[src/rtl/mux31_rr_sel_if.sv]
`default_nettype none
// ============================================================================
// Module      : mux31_rr_sel_if
// Description : Request/select/handshake bundle between the three requesters,
//               the round-robin select generator and the downstream consumer.
// Revision    : 1.0 - initial release
// ============================================================================
interface mux31_rr_sel_if;
  logic [2:0] req;       // request per channel; bit i owns mux input di
  logic       ready;     // downstream accepts y this cycle
  logic       s0;        // mux select LSB
  logic       s1;        // mux select MSB
  logic [2:0] gnt;       // one-hot grant, zero when idle
  logic       valid;     // y carries a valid transfer
  logic [3:0] beat_cnt;  // accepted transfers in the current grant

  // Arbiter side: consumes requests/ready, drives select and handshake
  modport master (
    input  req, ready,
    output s0, s1, gnt, valid, beat_cnt
  );

  // Requester/consumer side
  modport slave (
    output req, ready,
    input  s0, s1, gnt, valid, beat_cnt
  );
endinterface
`default_nettype wire

[src/rtl/mux31_rr_sel.sv]
`default_nettype none
// ============================================================================
// Module      : mux31_rr_sel
// Description : Round-robin select generator for a 3:1 mux. Grants one of
//               three requesters for a burst of up to BURST_LEN accepted
//               transfers and presents the mux output with valid/ready.
// Revision    : 1.0 - initial release
// ============================================================================
module mux31_rr_sel #(
  parameter int BURST_LEN = 4,   // 1..15
  parameter int START_PTR = 2    // reset value of the last-granted pointer
) (
  input  logic            clk,
  input  logic            rst_n,
  mux31_rr_sel_if.master  bus
);

  typedef enum logic [0:0] {
    IDLE  = 1'b0,
    GRANT = 1'b1
  } state_t;

  localparam logic [3:0] LAST_BEAT = 4'(BURST_LEN - 1);
  localparam logic [1:0] PTR_RST   = 2'(START_PTR);

  state_t     state, state_nxt;
  logic [1:0] ptr, ptr_nxt;      // last-granted channel
  logic [1:0] sel, sel_nxt;      // {s1,s0}; also the index of the granted channel
  logic [2:0] gnt, gnt_nxt;
  logic       valid, valid_nxt;
  logic [3:0] beat, beat_nxt;
  logic [1:0] cand1, cand2, win;

  // Modulo-3 increment of a channel index
  function automatic logic [1:0] inc3(input logic [1:0] p);
    return (p == 2'd2) ? 2'd0 : p + 2'd1;
  endfunction

  // Round-robin winner: scan ptr+1, ptr+2, ptr (mod 3); only used when req!=0
  always_comb begin
    cand1 = inc3(ptr);
    cand2 = inc3(cand1);
    if (bus.req[cand1])      win = cand1;
    else if (bus.req[cand2]) win = cand2;
    else                     win = ptr;
  end

  // State register; every output is taken straight from these flops
  always_ff @(posedge clk or negedge rst_n) begin
    if (!rst_n) begin
      state <= IDLE;
      ptr   <= PTR_RST;
      sel   <= 2'd0;
      gnt   <= 3'b000;
      valid <= 1'b0;
      beat  <= 4'd0;
    end else begin
      state <= state_nxt;
      ptr   <= ptr_nxt;
      sel   <= sel_nxt;
      gnt   <= gnt_nxt;
      valid <= valid_nxt;
      beat  <= beat_nxt;
    end
  end

  // Next-state: arbitrate from IDLE, count beats and release from GRANT
  always_comb begin
    state_nxt = state;
    ptr_nxt   = ptr;
    sel_nxt   = sel;      // select is held (not cleared) across IDLE
    gnt_nxt   = gnt;
    valid_nxt = valid;
    beat_nxt  = beat;
    case (state)
      IDLE: begin
        gnt_nxt   = 3'b000;
        valid_nxt = 1'b0;
        if (|bus.req) begin
          state_nxt = GRANT;
          sel_nxt   = win;
          gnt_nxt   = 3'b001 << win;
          valid_nxt = 1'b1;
          beat_nxt  = 4'd0;
        end
      end
      GRANT: begin
        // valid is always 1 here, so ready alone marks a transfer
        if (bus.ready) begin
          if ((beat == LAST_BEAT) || !bus.req[sel]) begin
            state_nxt = IDLE;
            ptr_nxt   = sel;
            gnt_nxt   = 3'b000;
            valid_nxt = 1'b0;
            beat_nxt  = 4'd0;
          end else begin
            beat_nxt  = beat + 4'd1;
          end
        end
      end
      default: state_nxt = IDLE;
    endcase
  end

  assign bus.s0       = sel[0];
  assign bus.s1       = sel[1];
  assign bus.gnt      = gnt;
  assign bus.valid    = valid;
  assign bus.beat_cnt = beat;

endmodule
`default_nettype wire

[src/flat_wrapper.sv]
// flat-port wrapper written by rule: the top's interface ports become plain ports
module mux31_rr_sel_flat 
#(
  parameter int BURST_LEN = 4,           
  parameter int START_PTR = 2                                              
)
  (clk, rst_n, bus_req, bus_ready, bus_s0, bus_s1, bus_gnt, bus_valid, bus_beat_cnt);
  mux31_rr_sel_if bus_i ();
  input  logic clk;
  input  logic rst_n;
  input wire logic [$bits(bus_i.req)-1:0] bus_req;
  input wire logic [$bits(bus_i.ready)-1:0] bus_ready;
  output wire logic [$bits(bus_i.s0)-1:0] bus_s0;
  output wire logic [$bits(bus_i.s1)-1:0] bus_s1;
  output wire logic [$bits(bus_i.gnt)-1:0] bus_gnt;
  output wire logic [$bits(bus_i.valid)-1:0] bus_valid;
  output wire logic [$bits(bus_i.beat_cnt)-1:0] bus_beat_cnt;
  assign bus_i.req = bus_req;
  assign bus_i.ready = bus_ready;
  assign bus_s0 = bus_i.s0;
  assign bus_s1 = bus_i.s1;
  assign bus_gnt = bus_i.gnt;
  assign bus_valid = bus_i.valid;
  assign bus_beat_cnt = bus_i.beat_cnt;
  mux31_rr_sel #(.BURST_LEN(BURST_LEN), .START_PTR(START_PTR)) u_core (.clk(clk), .rst_n(rst_n), .bus(bus_i));
endmodule
[config.mk]
export PLATFORM = sky130hd
export DESIGN_NAME = mux31_rr_sel_flat
export DESIGN_NICKNAME = d
export VERILOG_FILES = /design/src/rtl/mux31_rr_sel_if.sv /design/src/rtl/mux31_rr_sel.sv /design/src/flat_wrapper.sv
export SDC_FILE = /design/constraint.sdc
export NUM_CORES = 1
export LEC_CHECK = 0
export CAP_MARGIN = 20
export CELL_PAD_IN_SITES_DETAIL_PLACEMENT = 0
export CELL_PAD_IN_SITES_GLOBAL_PLACEMENT = 1
export CORE_MARGIN = 3
export CORE_UTILIZATION = 35
export CTS_BUF_LIST = sky130_fd_sc_hd__clkbuf_16
export DETAILED_ROUTE_END_ITERATION = 6
export PLACE_DENSITY_LB_ADDON = 0.1
export SLEW_MARGIN = 20
export SYNTH_ARGS = -nofsm -noshare
export SYNTH_HDL_FRONTEND = slang
export SYNTH_SLANG_ARGS = --single-unit
[constraint.sdc]
create_clock -name clk -period 1.8 [get_ports clk]
set_clock_uncertainty 0.2 [all_clocks]
set_input_delay 0.27 -clock clk [delete_from_list [all_inputs] [get_ports clk]]
set_output_delay 0.27 -clock clk [all_outputs]
set_load 0.1 [all_outputs]
==> run metrics <==
total track usage 0.151; Final Max Tran Viols 0; status finished, final reports clean; most frequent cells in the layout nand2_1, buf_12, buf_4; die area 0.00252 mm^2; max-cap check violation count 0; share of cells above drive strength 1 0.357; Area after DPL between 0.001 and 0.0015 mm^2; CP Cell Sequence mux2i_1 > o22a_2 > o21ai_2 > mux2_4; Max stage delay on crit path around 510 ps; syn nets 81; post-CTS sizing 0; sequential fraction of the synthesis area 0.478; Starting Density 0.383; drt pass-1 iters 4; postcts setup bufs 0; Clock Path Buffers 2; top-area cell type share of the netlist area 0.440; Crit Path Class reg2reg; Post-Synthesis Cells 74; port buffer count 15; R2R Path End u_core.ptr[0]; final instance area between 0.001 and 0.0015 mm^2; DPL Wire Length 1.23 mm; Post-DRT Antenna Nets 0; Num Clock Sinks 13; Layout Utilization 0.629; Ports 16; CTS buffer count 3; row count 15; CTS root buf clkbuf_16; CTS tree done; Unique masters post-synth 34; CP Max Fanout 6; cell taking the most area after synthesis dfrtp_1; Tcrit/Tclk final 0.958; Fin Setup TNS 0 ps; routed vias 604; fillers 145; Peak Freq 0.580 GHz; minimum clock period after layout around 1700 ps; DRC 0; n_diodes 0; worst skew pair latency 240 ps; Setup crit end kind flip-flop; final layout net count 106; Die Height 50.2 um; core area ~0.0018 mm^2; initial antenna violation count 0; Post-CTS Hold Fix Bufs 0; FF-to-FF path depth 4; Reg2Reg Setup Slack between 70 and 80 ps; Critical Path Source Type flip-flop; first-iteration detailed-routing DRC count 8; Cell Area, Synth between 600 and 700 um^2; Via density 4.91; largest cells by area after synthesis dfrtp_1, nand2_1, dfstp_2; register area 342 um^2; worst min-delay path category in2async; Syn Area/Cell approximately 9 um^2; largest net degree at the start of global routing 14; Rel. slew slack 0.799; gr ovfl total 0; area of the multi-input gates between 300 and 400 um^2; die width 50.2 um; global-route wire length before repair 2.88 mm; Post-Route WL about 1.6 mm; Reg2Reg Launch Point u_core.sel[1]; H-tree lvl count 1; RSZ-0062 raised after global routing false; Ys Warns 0; Wirelength per Cell about 13 um; GPL Wtd Cong between 0.7 and 0.8; flops & latches, synth 13; final hold violations 0; crit path max-delay cell type dfrtp_4; Slew @ Worst Pin 301 ps; Clock Pin Slew Worst Setup and Hold Paths ~40 ps; vias in the first global route between 600 and 700; Data arrival, critical path 1640 ps; Data required, critical path roughly 1700 ps; area delta synth->final 64.3%; Final setup viols 0
[worst max path at each step]
stage | start | to | slack, ps
2_1_floorplan | u_core.sel[1] | u_core.ptr[0] | -10
3_3_place_gp | bus_req[1] | u_core.ptr[0] | -110
3_5_place_dp | bus_req[0] | u_core.ptr[1] | -130
4_1_cts | u_core.sel[1] | u_core.ptr[1] | 60
5_1_grt | bus_req[0] | u_core.bus.beat_cnt[3] | 5
6_report | u_core.sel[1] | u_core.ptr[0] | 80
[state kept, by name, summed over array words and instances (netlist names)]
register             count
u_core.ptr               2
u_core.sel               2
u_core.state             1
u_core.bus.gnt           3
u_core.bus.beat_cnt      4
u_core.bus.valid         1
[routing by layer]
layer  global-route usage  routed length (um)  vias to the layer above
li1                     -                   -                      315
met4               0.0691                  14                        0
met2                0.230                 749                       15
met3               0.0297                  82                        2
met5                    0                   0                        -
met1                0.205                 780                      272
[cell families after synthesis]
family | Yosys count | synth area share
flip-flops | 13 | 0.478
buffers and inverters | 7 | 0.0403
AND/OR/NAND/NOR | 26 | 0.187
AO/OA/AOI/OAI | 24 | 0.229
multiplexers | 3 | 0.0476
adder cells (fa/ha/maj) | 1 | 0.0183
[area by class of cell]
class / instances / area share
Multi-Input combinational cell: 54 / 0.308
Sequential cell: 13 / 0.304
Timing Repair Buffer: 23 / 0.276
Clock buffer: 3 / 0.0669
Tap cell: 25 / 0.0279
Inverter: 4 / 0.0134
Clock inverter: 1 / 0.00334
[critical path: cells and delay by family (launching register included)]
| family | cells | cell delay [ps] |
|---|---|---|
| AOI/OAI and AO/OA | 2 | 440 |
| muxes | 2 | 450 |
| DFF | 1 | 510 |
[cell usage after synthesis, drive strengths merged]
master	instances
dfrtp	12
o21ai	11
nand2	10
a21oi	4
inv	4
nand3	3
clkbuf	2
mux2	2
nand2b	2
nor2	2
o22ai	2
or2	2
a211oi	1
a2bb2oi	1
a31o	1
and2	1
and3	1
buf	1
dfstp	1
ha	1
mux2i	1
nand4	1
nor2b	1
nor3	1
nor4	1
o21a	1
o22a	1
o31ai	1
o32a	1
or3	1
[metrics by stage]
step	setup WS (ps)	hold slack, ps	std cells
floorplan	-11.5	-226	74
global placement	-111	363	119
detailed placement	-130	371	119
CTS	58.8	140	123
global route	5.40	144	123
finish	75.4	145	123
Power of run 1 is left out: the tool's default activity adds up to more than one toggle a clock period on the data nets, which glitch-free logic cannot reach.
